**config.mk**
```make
export PLATFORM = sky130hd
export DESIGN_NAME = shift_sequencer
export DESIGN_NICKNAME = d
export VERILOG_FILES = /design/src/rtl/shifter_pkg.sv /design/src/rtl/shift_step.sv /design/src/rtl/shift_sequencer.sv
export SDC_FILE = /design/constraint.sdc
export NUM_CORES = 1
export LEC_CHECK = 0
export BUFFER_PORTS_ARGS = -buffer_cell sky130_fd_sc_hd__buf_4
export CORE_MARGIN = 3
export CORE_UTILIZATION = 34
export DETAILED_ROUTE_END_ITERATION = 10
export GPL_ROUTABILITY_DRIVEN = 0
export GPL_TIMING_DRIVEN = 0
export PLACE_DENSITY_LB_ADDON = 0.15
export SLEW_MARGIN = 20
export SYNTH_ARGS = -nofsm -noshare
export SYNTH_HDL_FRONTEND = slang
export SYNTH_SLANG_ARGS = --single-unit
```
**constraint.sdc**
```tcl
create_clock -name clk -period 4.1 [get_ports clk]
set_input_delay 0.82 -clock clk [delete_from_list [all_inputs] [get_ports clk]]
set_output_delay 0.82 -clock clk [all_outputs]
set_load 0.02 [all_outputs]
```
**src/rtl/shifter_pkg.sv**
```systemverilog
// rtl/shifter_pkg.sv - shared encodings and constants for the register-specified shift sequencer
//
// Purpose: shift-type encodings, sequencer state type and effective-amount bound
// used by shift_sequencer and shift_step.
package shifter_pkg;

  localparam logic [1:0] SH_LSL = 2'b00;
  localparam logic [1:0] SH_LSR = 2'b01;
  localparam logic [1:0] SH_ASR = 2'b10;
  localparam logic [1:0] SH_ROR = 2'b11;

  typedef enum logic [1:0] {
    IDLE  = 2'd0,
    SHIFT = 2'd1,
    DONE  = 2'd2
  } seq_state_t;

  // Any LSL/LSR/ASR amount above 33 behaves exactly like 33.
  localparam int MAX_EFF_AMT = 33;
  localparam int REM_W       = 6;
  localparam int K_W         = 4;

endpackage

```
**src/rtl/shift_step.sv**
```systemverilog
// rtl/shift_step.sv - combinational single-step shifter (k bits, ARM shift types)
//
// Purpose: shift a 32-bit value by k (0..8) bits of the given type and report
// the last bit shifted out (ARM carry semantics). last_out is only meaningful
// for k >= 1.
// Ports:
//   i_value  in  32  value to shift
//   i_type   in  2   SH_LSL / SH_LSR / SH_ASR / SH_ROR
//   i_k      in  4   shift distance for this step
//   o_value  out 32  shifted value
//   o_last   out 1   last bit shifted out
module shift_step
  import shifter_pkg::*;
(
  input  logic [31:0]    i_value,
  input  logic [1:0]     i_type,
  input  logic [K_W-1:0] i_k,
  output logic [31:0]    o_value,
  output logic           o_last
);

  logic        [32:0] w_lsl;
  logic        [32:0] w_lsr;
  logic signed [32:0] w_asr;
  logic        [31:0] w_ror;
  logic        [5:0]  w_lsh;

  // One guard bit on the exit side of each shift captures the last bit out.
  always_comb begin
    w_lsl = {1'b0, i_value} << i_k;
    w_lsr = {i_value, 1'b0} >> i_k;
    w_asr = $signed({i_value, 1'b0}) >>> i_k;
    w_lsh = 6'd32 - {2'b00, i_k};
    w_ror = (i_value >> i_k) | (i_value << w_lsh);
  end

  always_comb begin
    o_value = i_value;
    o_last  = 1'b0;
    case (i_type)
      SH_LSL: begin
        o_value = w_lsl[31:0];
        o_last  = w_lsl[32];
      end
      SH_LSR: begin
        o_value = w_lsr[32:1];
        o_last  = w_lsr[0];
      end
      SH_ASR: begin
        o_value = w_asr[32:1];
        o_last  = w_asr[0];
      end
      default: begin
        o_value = w_ror;
        o_last  = w_ror[31];
      end
    endcase
  end

endmodule

```
**src/rtl/shift_sequencer.sv**
```systemverilog
// rtl/shift_sequencer.sv - multi-cycle register-specified shift controller with pipeline stall
//
// Purpose: latches Rm, shift type and Rs[7:0], iterates STEP bits per cycle and
// returns the ARM shifter result and carry-out, stalling IF/ID/EXE meanwhile.
// Optional feature macro: SHIFT_SEQ_SATURATE_EN (LSL/LSR/ASR with amount >= 32
// resolved at acceptance, straight to DONE).
// Ports:
//   clk        in  1      system clock
//   rst        in  1      synchronous active-high reset
//   start      in  1      request a shift; accepted in IDLE or DONE
//   flush      in  1      abort current operation, no done issued
//   val_rm     in  32     operand to shift
//   shift_type in  2      00 LSL, 01 LSR, 10 ASR, 11 ROR
//   shift_amt  in  AMT_W  Rs[7:0]
//   carry_in   in  1      current CPSR C flag
//   result     out 32     shifted value, held after done
//   carry_out  out 1      shifter carry-out, held after done
//   done       out 1      one-cycle pulse, result valid
//   busy       out 1      shift in progress
//   stall      out 1      start accepted this cycle or busy
module shift_sequencer
  import shifter_pkg::*;
#(
  parameter int STEP  = 4,
  parameter int AMT_W = 8
) (
  input  logic             clk,
  input  logic             rst,
  input  logic             start,
  input  logic             flush,
  input  logic [31:0]      val_rm,
  input  logic [1:0]       shift_type,
  input  logic [AMT_W-1:0] shift_amt,
  input  logic             carry_in,
  output logic [31:0]      result,
  output logic             carry_out,
  output logic             done,
  output logic             busy,
  output logic             stall
);

  localparam logic [REM_W-1:0] STEP_R = REM_W'(STEP);

  seq_state_t r_state;
  seq_state_t w_next;

  logic [31:0]      r_wv;
  logic [1:0]       r_type;
  logic [REM_W-1:0] r_rem;
  logic [31:0]      r_result;
  logic             r_carry;

  logic             w_accept;
  logic [REM_W-1:0] w_n;
  logic [K_W-1:0]   w_k;
  logic [31:0]      w_step_val;
  logic             w_step_last;
  logic             w_sat;
  logic [31:0]      w_sat_val;
  logic             w_sat_c;
  logic [31:0]      w_load_val;
  logic             w_load_c;

  // Effective iteration count; ROR by a non-zero multiple of 32 rotates a full word.
  always_comb begin
    w_n = '0;
    if (shift_type == SH_ROR) begin
      if (shift_amt == '0)
        w_n = '0;
      else if (shift_amt[4:0] == 5'd0)
        w_n = REM_W'(32);
      else
        w_n = {1'b0, shift_amt[4:0]};
    end else if (shift_amt > AMT_W'(MAX_EFF_AMT)) begin
      w_n = REM_W'(MAX_EFF_AMT);
    end else begin
      w_n = shift_amt[REM_W-1:0];
    end
  end

`ifdef SHIFT_SEQ_SATURATE_EN
  always_comb begin
    w_sat     = (shift_type != SH_ROR) && (shift_amt >= AMT_W'(32));
    w_sat_val = '0;
    w_sat_c   = 1'b0;
    case (shift_type)
      SH_LSL:  w_sat_c = (shift_amt == AMT_W'(32)) ? val_rm[0] : 1'b0;
      SH_LSR:  w_sat_c = (shift_amt == AMT_W'(32)) ? val_rm[31] : 1'b0;
      SH_ASR: begin
        w_sat_val = {32{val_rm[31]}};
        w_sat_c   = val_rm[31];
      end
      default: ;
    endcase
  end
`else
  assign w_sat     = 1'b0;
  assign w_sat_val = '0;
  assign w_sat_c   = 1'b0;
`endif

  assign w_load_val = w_sat ? w_sat_val : val_rm;
  assign w_load_c   = w_sat ? w_sat_c : carry_in;

  assign w_k = (r_rem < STEP_R) ? r_rem[K_W-1:0] : STEP_R[K_W-1:0];

  shift_step u_step (
    .i_value (r_wv),
    .i_type  (r_type),
    .i_k     (w_k),
    .o_value (w_step_val),
    .o_last  (w_step_last)
  );

  always_ff @(posedge clk) begin
    if (rst)
      r_state <= IDLE;
    else
      r_state <= w_next;
  end

  always_comb begin
    w_next   = r_state;
    w_accept = 1'b0;
    case (r_state)
      IDLE, DONE: begin
        w_next = IDLE;
        if (start) begin
          w_accept = 1'b1;
          w_next   = (w_n == '0 || w_sat) ? DONE : SHIFT;
        end
      end
      SHIFT: begin
        // rem - k reaches zero exactly when rem fits in one step.
        if (r_rem <= STEP_R)
          w_next = DONE;
      end
      default: w_next = IDLE;
    endcase
    if (flush || rst) begin
      w_next   = IDLE;
      w_accept = 1'b0;
    end
  end

  // result/carry_out are separate from the working register so a flushed
  // operation leaves the last delivered result visible.
  always_ff @(posedge clk) begin
    if (rst) begin
      r_wv     <= '0;
      r_type   <= '0;
      r_rem    <= '0;
      r_result <= '0;
      r_carry  <= 1'b0;
    end else if (w_accept) begin
      r_wv   <= w_load_val;
      r_type <= shift_type;
      r_rem  <= w_n;
      if (w_next == DONE) begin
        r_result <= w_load_val;
        r_carry  <= w_load_c;
      end
    end else if (r_state == SHIFT && !flush) begin
      r_wv  <= w_step_val;
      r_rem <= r_rem - {{(REM_W-K_W){1'b0}}, w_k};
      if (w_next == DONE) begin
        r_result <= w_step_val;
        r_carry  <= w_step_last;
      end
    end
  end

  assign done      = (r_state == DONE);
  assign busy      = (r_state == SHIFT);
  assign stall     = w_accept | busy;
  assign result    = r_result;
  assign carry_out = r_carry;

endmodule
```
==> impl_summary.txt <==
----------------------------------------------------
[Timing]
  Share of the clock period used by the worst path after layout ... 0.987
  Unrepaired setup endpoints after global routing ... false
  Worst slew margin ... 0.231
  Fin. max-slew vios ... 0
  Sum Neg Setup Slack ... 0 ns
  Final Hold Vio Count ... 0
  Maximum clock skew at final layout ... a little over 0.008 ns
  Min cycle time layout ... 4.05 ns
  Highest clock frequency the design can meet ... 0.247 GHz
  Setup violation total in the final timing report ... 0
  Tightest Pin Transition ... 1.15 ns

[Clock network]
  CTS H-tree lvls ... 3
  Root buffer selected by CTS ... clkbuf_16
  Number of clock sinks ... 75
  Buffers from clock root to sink, at most ... 2
  Number of buffers added by the clock tree synthesis step ... 9
  Clock transition at path regs ... 0.07 ns
  Clock Latency Late Sink ... 0.36 ns
  CTS tree ... done

[Power and ir drop]
  Worst IR Drop VDD ... 211 µV
  Leakage Power ... approximately 2.7 nW
  Total power density per cell area ... around 320 mW/mm²
  Overall power of the completed layout ... 2.57 mW

[Synthesis]
  Yosys top cell by area ... dfxtp_1
  Synthesized area per cell ... about 7.6 µm²
  Async SR Flop Fraction ... 0
  Unique masters post-synth ... 67
  Top area cells in the synthesized netlist ... dfxtp_1 (22%), mux4_2 (11%), o21ai_0 (5.8%)
  Ys flop type ... dfxtp_1
  Synthesized flop and latch total ... 75
  Top cells by count, synth ... nand2_1 (89), clkbuf_1 (87), o21ai_0 (78)
  Dominant cell by count in the synthesized netlist ... nand2_1
  Netlist area before placement ... approximately 0.0067 mm²
  EDFF count, synth ... 0
  Synth Instances ... 881
  Syn. warnings ... 0
  Sequential cell area fraction in the yosys report ... 0.225
  Synth top area share ... 0.225
  Syn_nets ... 930

[Floorplan]
  Die boundary height ... 146 µm
  Area of the die ... 0.0214 mm²
  Initial cell density of the core ... 0.351
  Boundary pin count ... 83
  Row cnt ... 50
  Placeable core area ... 0.0190 mm²
  Die X ... 146 µm

[Worst setup path]
  Startpoint types ... flop
  Data required time of the worst path ... 4.39 ns
  Origin of the worst setup path ... r_rem[3]
  Startpoint of the most critical register-to-register path ... r_rem[3]
  Arrival time of data at the critical path endpoint ... 4.34 ns
  Reg-to-reg setup timing slack ... 0.05 ns
  Crit. End Element ... flop
  Worst setup path class ... reg2reg
  Critical path peak fanout ... 10

[Finish]
  Synthesis-to-finish area growth ... 20.5%
  Fraction of layout cells with a size suffix above 1 ... 0.188
  Non-Filler Cell Area, Final ... 0.00805 mm²
  Antenna diode instance count ... 0
  Layout net count ... 1,028

[Routing]
  DR DRC count ... 0
  Routed Antenna Nets ... 0
  Drt wl/cell ... between 20 and 30 µm
  Length of the first detailed-routing pass in iterations ... 7
  Routed WL ... roughly 35,000 µm
  Overall via count from detail_route ... 8,442
  Violation count after the first detailed-route iteration ... about 1,600
  DR vias/cell ... 6.79

[Job]
  Number of violations of the max-capacitance limit ... 0

[GRT]
  Number of antenna violations at the first check in global routing ... 0
  Largest net degree at the start of global routing ... 16
  Number of global-route vias before repair ... about 8,100
  First-pass GRT wire length ... a little over 50,000 µm
  Aggregate global routing overflow ... 0
  Overall fraction of global-route tracks in use ... 0.315

[Run status]
  Result of the run ... finished clean

[Hold path]
  Path category of the worst min-delay check ... reg2reg
  Worst hold start ... result[16]

[Placed design]
  Placed wire-length estimate ... ~25,000 µm
  Placed Instance Area ... 0.00762 mm²
  Count of buffers inserted at the top-level ports ... 82

----------------------------------------------------
## kinds of logic (layout without fill, tap and decap cells)
family | count (synthesis) | in the layout | synth area share
other | 1 | 1 | 0.000562
AND/OR/NAND/NOR | 286 | 286 | 0.206
multiplexers | 67 | 67 | 0.169
AO/OA/AOI/OAI | 325 | 325 | 0.318
buffers and inverters | 125 | 228 | 0.0774
adder cells (fa/ha/maj) | 2 | 2 | 0.00375
flip-flops | 75 | 75 | 0.225
## layer usage
layer | up-vias | GRT usage | share of wire
met5 | - | 0 | 0
met4 | 0 | 0.199 | 0.077
met3 | 208 | 0.101 | 0.14
met2 | 811 | 0.448 | 0.41
met1 | 3899 | 0.413 | 0.38
li1 | 3524 | - | -
## power by group
group | switching [mW] | internal [mW]
clock | 0.373 | 0.484
sequential | 0.0210 | 0.752
combinational | 0.638 | 0.304
## critical path, stage by stage, from the launching register on
cell      delay, ns
dfxtp_1        0.29
buf_2          0.17
or4_4          0.49
buf_6          0.15
nor2_8         0.13
inv_4          0.06
buf_6          0.16
buf_2          0.22
buf_4          0.22
ha_2           0.41
clkbuf_4       0.28
o31ai_1        0.14
o32ai_2        0.30
a221oi_1       0.20
o211ai_1       0.21
buf_4          0.17
o211ai_1       0.17
a21oi_1        0.19
## path summary, 6_finish.rpt
kind                                   end  cells after the start
worst max-delay path            result[29]                     17
worst min-delay path            result[16]                      2
worst min register to register  result[16]                      2
worst max register to register  result[29]                     17
## cells in the final DEF, fill, tap and decap left out, types with 8 or more instances in the layout
cell       netlist  layout
a211oi_1        32      32
nor3_1          22      21
nand3b_1        17      17
o31ai_1         10       9
a31oi_1          9       8
buf_1           10      10
nand2_1         89      89
or3_1           15      15
o22ai_1         16      16
dfxtp_1         75      75
mux4_2          32      32
mux2i_1         25      25
a22oi_1          9       8
nand3_1         25      25
buf_2           12      11
a311oi_1        12      12
clkbuf_1        87      82
a21oi_1         71      71
clkbuf_16        0       9
inv_1           11      10
and3_1          10      10
o211ai_1        23      23
buf_4            0      88
o21ai_0         78      77
nor2_1          76      76
## registers in the layout (all words and copies together), names as in the netlist
name,flops
result,32
carry_out,1
r_type,2
r_state,2
r_wv,32
r_rem,6
## stage by stage
stage	instances	setup slack [ns]	hold slack [ns]	utilization
final	1244	0.0543	0.463	0.423
after global routing	1244	0.00730	0.470	0.423
after floorplan	881	0.513	0.496	-
after CTS	1241	0.0279	0.462	0.420
after global placement	1223	-0.746	0.446	0.401
after detailed placement	1223	-0.617	0.452	0.401
## area by class of cell
class | instances | area, µm²
fill | 2022 | 11000
multi-input combinational | 681 | 4720
sequential | 75 | 1500
timing repair buffer | 87 | 653
buffer | 113 | 489
tap | 260 | 325
clock buffer | 9 | 225
clock inverter | 7 | 83.8
inverter | 12 | 50.0
## timing repair
item,4_1_cts,5_1_grt
setup endpoints to repair,28,13
pin swaps,4,6
hold endpoints to repair,0,0
hold buffers,0,0
resized for setup,12,14
setup buffers,2,3
(Power assumes the default switching activity.)
